### src/rtl/addsub_seq.sv
// Multi-cycle two's-complement adder/subtractor: a WIDTH-bit operand pair is
// summed CHUNK bits per clock through one ripple stage, with valid/ready on both sides.
module addsub_seq #(
    parameter int WIDTH = 16,
    parameter int CHUNK = 4
) (
    input  logic             clk,
    input  logic             rst_n,
    input  logic             in_valid,
    output logic             in_ready,
    input  logic [WIDTH-1:0] A,
    input  logic [WIDTH-1:0] B,
    input  logic             Sub,
    input  logic             Cin,
    output logic             out_valid,
    input  logic             out_ready,
    output logic [WIDTH-1:0] Result,
    output logic             CarryOut,
    output logic             Overflow,
    output logic             Zero,
    output logic             Negative
);

    localparam int N     = WIDTH / CHUNK;
    localparam int CNT_W = (N > 1) ? $clog2(N) : 1;
    localparam logic [CNT_W-1:0] LAST = CNT_W'(N - 1);

    typedef enum logic [1:0] {
        IDLE,
        RUN,
        DONE
    } state_t;

    state_t           state_q, state_d;
    logic [WIDTH-1:0] a_q, a_d;
    logic [WIDTH-1:0] b_q, b_d;
    logic [WIDTH-1:0] result_q, result_d;
    logic [CNT_W-1:0] cnt_q, cnt_d;
    logic             carry_q, carry_d;
    logic             carry_out_q, carry_out_d;
    logic             overflow_q, overflow_d;
    logic             zero_q, zero_d;
    logic             negative_q, negative_d;

    int               idx;
    logic [CHUNK-1:0] a_chunk, b_chunk, sum_chunk;
    logic             chunk_carry;
    logic             msb_carry_in;

    always_comb begin
        idx          = int'(cnt_q) * CHUNK;
        a_chunk      = a_q[idx +: CHUNK];
        b_chunk      = b_q[idx +: CHUNK];
        {chunk_carry, sum_chunk} = {1'b0, a_chunk} + {1'b0, b_chunk}
                                 + {{CHUNK{1'b0}}, carry_q};
        // Carry into the top bit of this chunk, recovered from its sum bit.
        msb_carry_in = a_chunk[CHUNK-1] ^ b_chunk[CHUNK-1] ^ sum_chunk[CHUNK-1];

        state_d     = state_q;
        a_d         = a_q;
        b_d         = b_q;
        result_d    = result_q;
        cnt_d       = cnt_q;
        carry_d     = carry_q;
        carry_out_d = carry_out_q;
        overflow_d  = overflow_q;
        zero_d      = zero_q;
        negative_d  = negative_q;

        case (state_q)
            IDLE: begin
                if (in_valid) begin
                    a_d     = A;
                    b_d     = Sub ? ~B : B;
                    carry_d = Cin;
                    cnt_d   = '0;
                    state_d = RUN;
                end
            end
            RUN: begin
                result_d[idx +: CHUNK] = sum_chunk;
                carry_d = chunk_carry;
                cnt_d   = cnt_q + CNT_W'(1);
                if (cnt_q == LAST) begin
                    carry_out_d = chunk_carry;
                    overflow_d  = chunk_carry ^ msb_carry_in;
                    zero_d      = (result_d == '0);
                    negative_d  = result_d[WIDTH-1];
                    state_d     = DONE;
                end
            end
            DONE: begin
                if (out_ready) begin
                    state_d = IDLE;
                end
            end
            default: state_d = IDLE;
        endcase
    end

    always_ff @(posedge clk or negedge rst_n) begin
        if (!rst_n) begin
            state_q     <= IDLE;
            a_q         <= '0;
            b_q         <= '0;
            result_q    <= '0;
            cnt_q       <= '0;
            carry_q     <= 1'b0;
            carry_out_q <= 1'b0;
            overflow_q  <= 1'b0;
            zero_q      <= 1'b0;
            negative_q  <= 1'b0;
        end else begin
            state_q     <= state_d;
            a_q         <= a_d;
            b_q         <= b_d;
            result_q    <= result_d;
            cnt_q       <= cnt_d;
            carry_q     <= carry_d;
            carry_out_q <= carry_out_d;
            overflow_q  <= overflow_d;
            zero_q      <= zero_d;
            negative_q  <= negative_d;
        end
    end

    assign in_ready  = (state_q == IDLE);
    assign out_valid = (state_q == DONE);
    assign Result    = result_q;
    assign CarryOut  = carry_out_q;
    assign Overflow  = overflow_q;
    assign Zero      = zero_q;
    assign Negative  = negative_q;

endmodule

### config.mk
export PLATFORM = sky130hd
export DESIGN_NAME = addsub_seq
export DESIGN_NICKNAME = d
export VERILOG_FILES = /design/src/rtl/addsub_seq.sv
export SDC_FILE = /design/constraint.sdc
export NUM_CORES = 1
export LEC_CHECK = 0
export CORE_MARGIN = 10
export CORE_UTILIZATION = 46
export CTS_BUF_LIST = sky130_fd_sc_hd__clkbuf_8 sky130_fd_sc_hd__clkbuf_16
export CTS_CLUSTER_DIAMETER = 200
export DETAILED_ROUTE_END_ITERATION = 6
export PLACE_DENSITY = 0.73
export SYNTH_ARGS = -nofsm -noshare
export SYNTH_HDL_FRONTEND = slang
export SYNTH_SLANG_ARGS = --single-unit
export TNS_END_PERCENT = 5
### constraint.sdc
create_clock -name clk -period 3 [get_ports clk]
set_input_delay 0.6 -clock clk [delete_from_list [all_inputs] [get_ports clk]]
set_output_delay 0.6 -clock clk [all_outputs]
set_load 0.02 [all_outputs]
Yosys cells after proc, flatten, opt, wreduce, memory -nomap -nowiden. Index checks and enable logic that the tools add are counted.

Bits of input ports: 38. Flip-flop bits (word level): 57. Logic and storage cells: 45. Output and inout port bits: 22.

Shifts and indexed selects: 4. Reductions and logical operators: 7. Add/sub/neg operators: 4. Bitwise logic cells: 4. Equality and inequality tests: 6. Muxes and demuxes: 10.

Operators with widths (count): $neg A4 Y33 (1); $shift A4 B33 Y16 const A (1); $shiftx A4 B33 Y16 (1); $shiftx A16 B5 Y4 (2); $bwmux W16 (1); $logic_not A16 Y1 (1); $mux W16 (1); $not A16 Y16 (1); $mux W2 (4); $pmux W2 S3 (1); $reduce_and A2 Y1 (3); $add A4 B4 Y5 (1); $add A5 B1 Y5 (1); $eq A2 B2 Y1 const B (2); $ne A2 B2 Y1 const B (2); $pmux W2 S2 (1); $reduce_and A3 Y1 (1); $xor A1 B1 Y1 (3); $add A2 B1 Y2 const B (1); $eq A2 B1 Y1 const B (1); $logic_not A2 Y1 (1); $ne A2 B1 Y1 const B (1); $pmux W1 S2 (1); $reduce_bool A2 Y1 (1); $mux W1 (1).

Logic depth before layout (Yosys ltp).
Word-level depth: 6. Depth in mapped cells: 11. Mapped depth without buffers: 9.

Worst setup path after synthesis. Ideal clock, no wire load.

Kind: reg2reg. From: register cnt_q[0]. To: register zero_q, in the netlist Zero. Buffers on the path: 2. Cell stages (with the launch flop): 11. Period minus slack after synthesis: 2.913 ns. Slack: 0.087 ns. Library setup time: 0.121 ns. Arrival time: 2.792 ns. Data required time: 2.879 ns. Cells stage by stage: dfrtp_1 clkbuf_2 buf_2 mux4_2 fa_1 inv_1 fa_1 nand2b_1 a22o_1 a221oi_2 a22o_1.

Word-level cells in the longest chain between the ends: 6. Elaborated cells between the ends (all ways): 11. Those cells by class: add/sub: 3; eq/ne: 1; shift: 4; mux: 1; reduce/logical: 2.

RTL lines: start: declaration (RTL line 38) `logic [CNT_W-1:0] cnt_q, cnt_d;`; start signal: assignment (RTL line 118) `cnt_q <= cnt_d;`; $shiftx A16 B5 Y4, on equally long branches (RTL line 52, 53); $add A4 B4 Y5 (RTL line 54) `{chunk_carry, sum_chunk} = {1'b0, a_chunk} + {1'b0, b_chunk}`; $add A5 B1 Y5 (RTL line 55) `+ {{CHUNK{1'b0}}, carry_q};`; $shiftx A4 B33 Y16 (RTL line 81) `result_d[idx +: CHUNK] = sum_chunk;`; $bwmux W16 (RTL line 81); $logic_not A16 Y1 (RTL line 87) `zero_d = (result_d == '0);`; end signal: assignment (RTL line 122) `zero_q <= zero_d;`; end: declaration (RTL line 42) `logic zero_q, zero_d;`.

Several ways; a longest one is shown, not always the timed one. A chain may end at the register's enable or synchronous reset.

Worst setup path after layout. Ends and elaborated chain as after synthesis.

==> results.txt <==
* Area growth from synthesis to final layout: 30.8%
- Max-Cap Viols: 0
- The detailed router finished its first iteration with 98 violations.
* Pin count of the biggest net entering global routing: 50
- Ant. Diodes: 0
- In this run, post-CTS hold repair placed 0 buffers.
- Setup violations remaining at the end of the flow were counted as 0.
* Number of I/O pins: 60
* CP Capture Type: flop
* TritonCTS sink count: 57
* Final Critical Period: 2.81 ns
- Between clock sinks in the finished design, the worst skew comes to 0.0104 ns.
- In this run the cell area of the synthesized design comes to 2880 um2.
- Final Hold Viols: 0
- For this design the ratio of total power to cell area is 1200 nW/um2.
- Most used standard cell by instance count after synthesis: sky130_fd_sc_hd__nand2_1
* Std-Cell Rows: 28
- Starting utilization of the core area: 0.481
- The core region is 5990 um2.
* Top post-synthesis cells by count: 86 x sky130_fd_sc_hd__nand2_1, 57 x sky130_fd_sc_hd__dfrtp_1, 25 x sky130_fd_sc_hd__o21ai_0
- Worst Path Class, Setup: reg -> reg
- Total global routing track utilization: 0.143
* Floorplan die area: 9840 um2
- In the final layout, the share of cells above drive strength 1 is 0.0989.
- Post-synthesis share of cell area spent on and, or, nand and nor gates: 0.164
- Once the clock tree was built, the resizer swapped 0 gates to a different size.
- Critical path launch point type: flop
* Wire length of the first global-routing pass: 11400 um
* Number of nets in the synthesized netlist: 335
* Worst slew slack as a fraction of its limit: 0.574
* Grt total ovfl: 0
- The number of max-slew violations in the final report was 0.
* Mapped Cells: 286
* Final wirelength: 6800 um
- After synthesis, the netlist uses 37 different library cells.
- Of the available clock period, the critical path in the final layout requires 0.935.
- Dominant combinational cell family by area after synthesis: simple AND/OR/NAND/NOR gates
- Count of synthesis-stage warnings from yosys: 0
* CP required: 3.22 ns
- Yosys top cell area share: 0.495
- Fraction of the mapped netlist area in adder cells: 0.0529
- For the worst-skew pair, the clock arrives at the later sink with an insertion delay of 0.34 ns.
- First-pass iteration count of the detailed router: 4
- The biggest area contributor in the post-synthesis netlist is sky130_fd_sc_hd__dfrtp_1.
* Buffer depth of the longest clock path: 2
- Average wire per standard cell: 15.8 um
- Leading register cell type out of synthesis: sky130_fd_sc_hd__dfrtp_1
- By area the synthesized netlist is led by sky130_fd_sc_hd__dfrtp_1 49%, sky130_fd_sc_hd__nand2_1 11%, sky130_fd_sc_hd__mux4_2 6.2%.
* Number of synthesized register bits: 57
* Tightest Pin Transition: 0.640 ns
- TritonCTS clock tree: yes
* Vias in the first global route: 2276
- Mean instance size in the synthesized netlist: 10.1 um2
* Die H: 99.2 um
* # Post-CTS Setup Buffers: 0
- The H-tree was split into 3 levels.
- The run finished with clean final reports.
* Number of CTS-inserted buffers: 9
* Total DRC errors in the routed layout: 0
* Die outline width: 99.2 um
- The fraction of the mapped netlist area in compound gates came to 0.131.
* Xor and xnor fraction of the mapped netlist area: 0.0607
- Across the VDD grid, the largest voltage drop is 666 uV.
- Of the synthesized area, sequential elements account for 0.495.
- Area of placed instances: 3550 um2
- The congestion estimate from routability-driven global placement came to 0.860.
- Yosys mapped a number of flops with a built-in enable equal to 0.
- Type of the most critical hold path: in -> async
- Setup TNS: 0 ns
- Setup repair after global routing left no endpoint under its margin.
* Total of buffers placed on input and output ports: 59
* Static leakage power: 1.71 nW
- After the last flow step, the layout net total stands at 398.
- Worst-path clk slew: 0.07 ns
* Via count: 2206
- Largest fanout of any net on the critical path: 6
* Ratio of routed vias to standard cells: 5.14
- STA puts the critical path data arrival time at 3.02 ns.
- Initial antenna violation count: 0
* Highest clock rate: 356 MHz
- Cell area after layout: 3770 um2
- Root buf cell: sky130_fd_sc_hd__clkbuf_8
* Sum of net half-perimeters after detailed placement: 5250 um
- DRT antenna net count: 0
* Synth async-reset ratio: 1.00
- Measured against the total synthesized area, the mux share comes to 0.0625.
-- flip-flops by register name, indices dropped and copies added, names as in the netlist --
register,count
b_q,16
CarryOut,1
Zero,1
carry_q,1
Negative,1
cnt_q,2
state_q,2
Overflow,1
Result,16
a_q,16
-- metrics by stage --
| step | utilization | total power, mW | hold slack (ns) | instances | setup slack (ns) |
|---|---|---|---|---|---|
| finish | 0.630 | 4.53 | 0.0453 | 429 | 0.194 |
| global route | 0.630 | 4.91 | 0.0312 | 429 | 0.0313 |
| CTS | 0.630 | 4.58 | 0.0350 | 429 | 0.168 |
| detailed placement | 0.592 | 3.76 | 0.394 | 413 | 0.194 |
| global placement | 0.592 | 3.70 | 0.391 | 413 | 0.276 |
| floorplan | - | 2.95 | 0.304 | 286 | 0.0873 |
-- cells in the final DEF (no fill, tap or decap), types with 2 or more instances in the layout --
| master | count |
|---|---|
| sky130_fd_sc_hd__ha_1 | 9 |
| sky130_fd_sc_hd__a21o_1 | 2 |
| sky130_fd_sc_hd__xnor2_1 | 19 |
| sky130_fd_sc_hd__a21oi_1 | 2 |
| sky130_fd_sc_hd__dfrtp_1 | 57 |
| sky130_fd_sc_hd__nand2_1 | 86 |
| sky130_fd_sc_hd__nor4_1 | 3 |
| sky130_fd_sc_hd__fa_1 | 2 |
| sky130_fd_sc_hd__a22o_1 | 12 |
| sky130_fd_sc_hd__nand2b_1 | 3 |
| sky130_fd_sc_hd__mux4_2 | 8 |
| sky130_fd_sc_hd__o22ai_1 | 2 |
| sky130_fd_sc_hd__bufinv_16 | 2 |
| sky130_fd_sc_hd__clkdlybuf4s50_1 | 58 |
| sky130_fd_sc_hd__nor2_1 | 9 |
| sky130_fd_sc_hd__o21ai_0 | 25 |
| sky130_fd_sc_hd__buf_4 | 7 |
| sky130_fd_sc_hd__inv_1 | 8 |
| sky130_fd_sc_hd__clkbuf_8 | 10 |
| sky130_fd_sc_hd__and2_1 | 2 |
| sky130_fd_sc_hd__o31ai_1 | 7 |
-- worst max-delay path: stages, from the launching register on --
cell	delay, ns
sky130_fd_sc_hd__dfrtp_1	0.54
sky130_fd_sc_hd__mux4_2	0.57
sky130_fd_sc_hd__fa_1	0.43
sky130_fd_sc_hd__inv_1	0.09
sky130_fd_sc_hd__fa_1	0.51
sky130_fd_sc_hd__nand2b_1	0.16
sky130_fd_sc_hd__a22o_1	0.15
sky130_fd_sc_hd__a221oi_2	0.05
sky130_fd_sc_hd__a22o_1	0.20
-- layer usage --
metal | global-route usage | vias to the layer above | part of all wire
met5 | 0 | - | 0
met4 | 0.0529 | 0 | 0.016
met3 | 0.0491 | 9 | 0.064
met2 | 0.217 | 63 | 0.45
met1 | 0.185 | 1033 | 0.47
li1 | - | 1101 | -
-- kinds of logic (layout without fill, tap and decap cells) --
| group | Yosys count | after routing |
|---|---|---|
| flops | 57 | 57 |
| buf+inv | 22 | 90 |
| xor+xnor | 20 | 20 |
| compound gates | 56 | 56 |
| mux | 8 | 8 |
| fa+ha+maj | 11 | 11 |
| simple gates | 112 | 112 |
-- where the power goes --
group | internal, mW | switching, mW | leakage (nW)
Combinational | 1.05 | 1.34 | 0.864
Sequential | 1.09 | 0.235 | 0.731
Clock | 0.493 | 0.316 | 0.113
Total | 2.64 | 1.89 | 1.71
-- area by class of cell --
cell class / instances / area (um2)
clock buffer: 10 / 138
clock inverter: 6 / 90.1
fill: 500 / 2220
inverter: 8 / 30.0
multi-input combinational: 207 / 1360
sequential: 57 / 1430
tap: 75 / 93.8
timing repair buffer: 66 / 638
-- final timing paths --
| path | from | to | slack [ns] | cells past startpoint |
|---|---|---|---|---|
| worst max-delay path | cnt_q[0] | Zero | 0.19 | 8 |
| worst min-delay path | rst_n | Result[0] | 0.05 | 1 |
| worst max register to register | cnt_q[0] | Zero | 0.19 | 8 |
| worst min register to register | a_q[1] | a_q[1] | 0.48 | 2 |
| max in group asynchronous | rst_n | a_q[14] | 2.37 | 2 |
| min in group clk | a_q[1] | a_q[1] | 0.48 | 2 |
(Power assumes the default switching activity.)
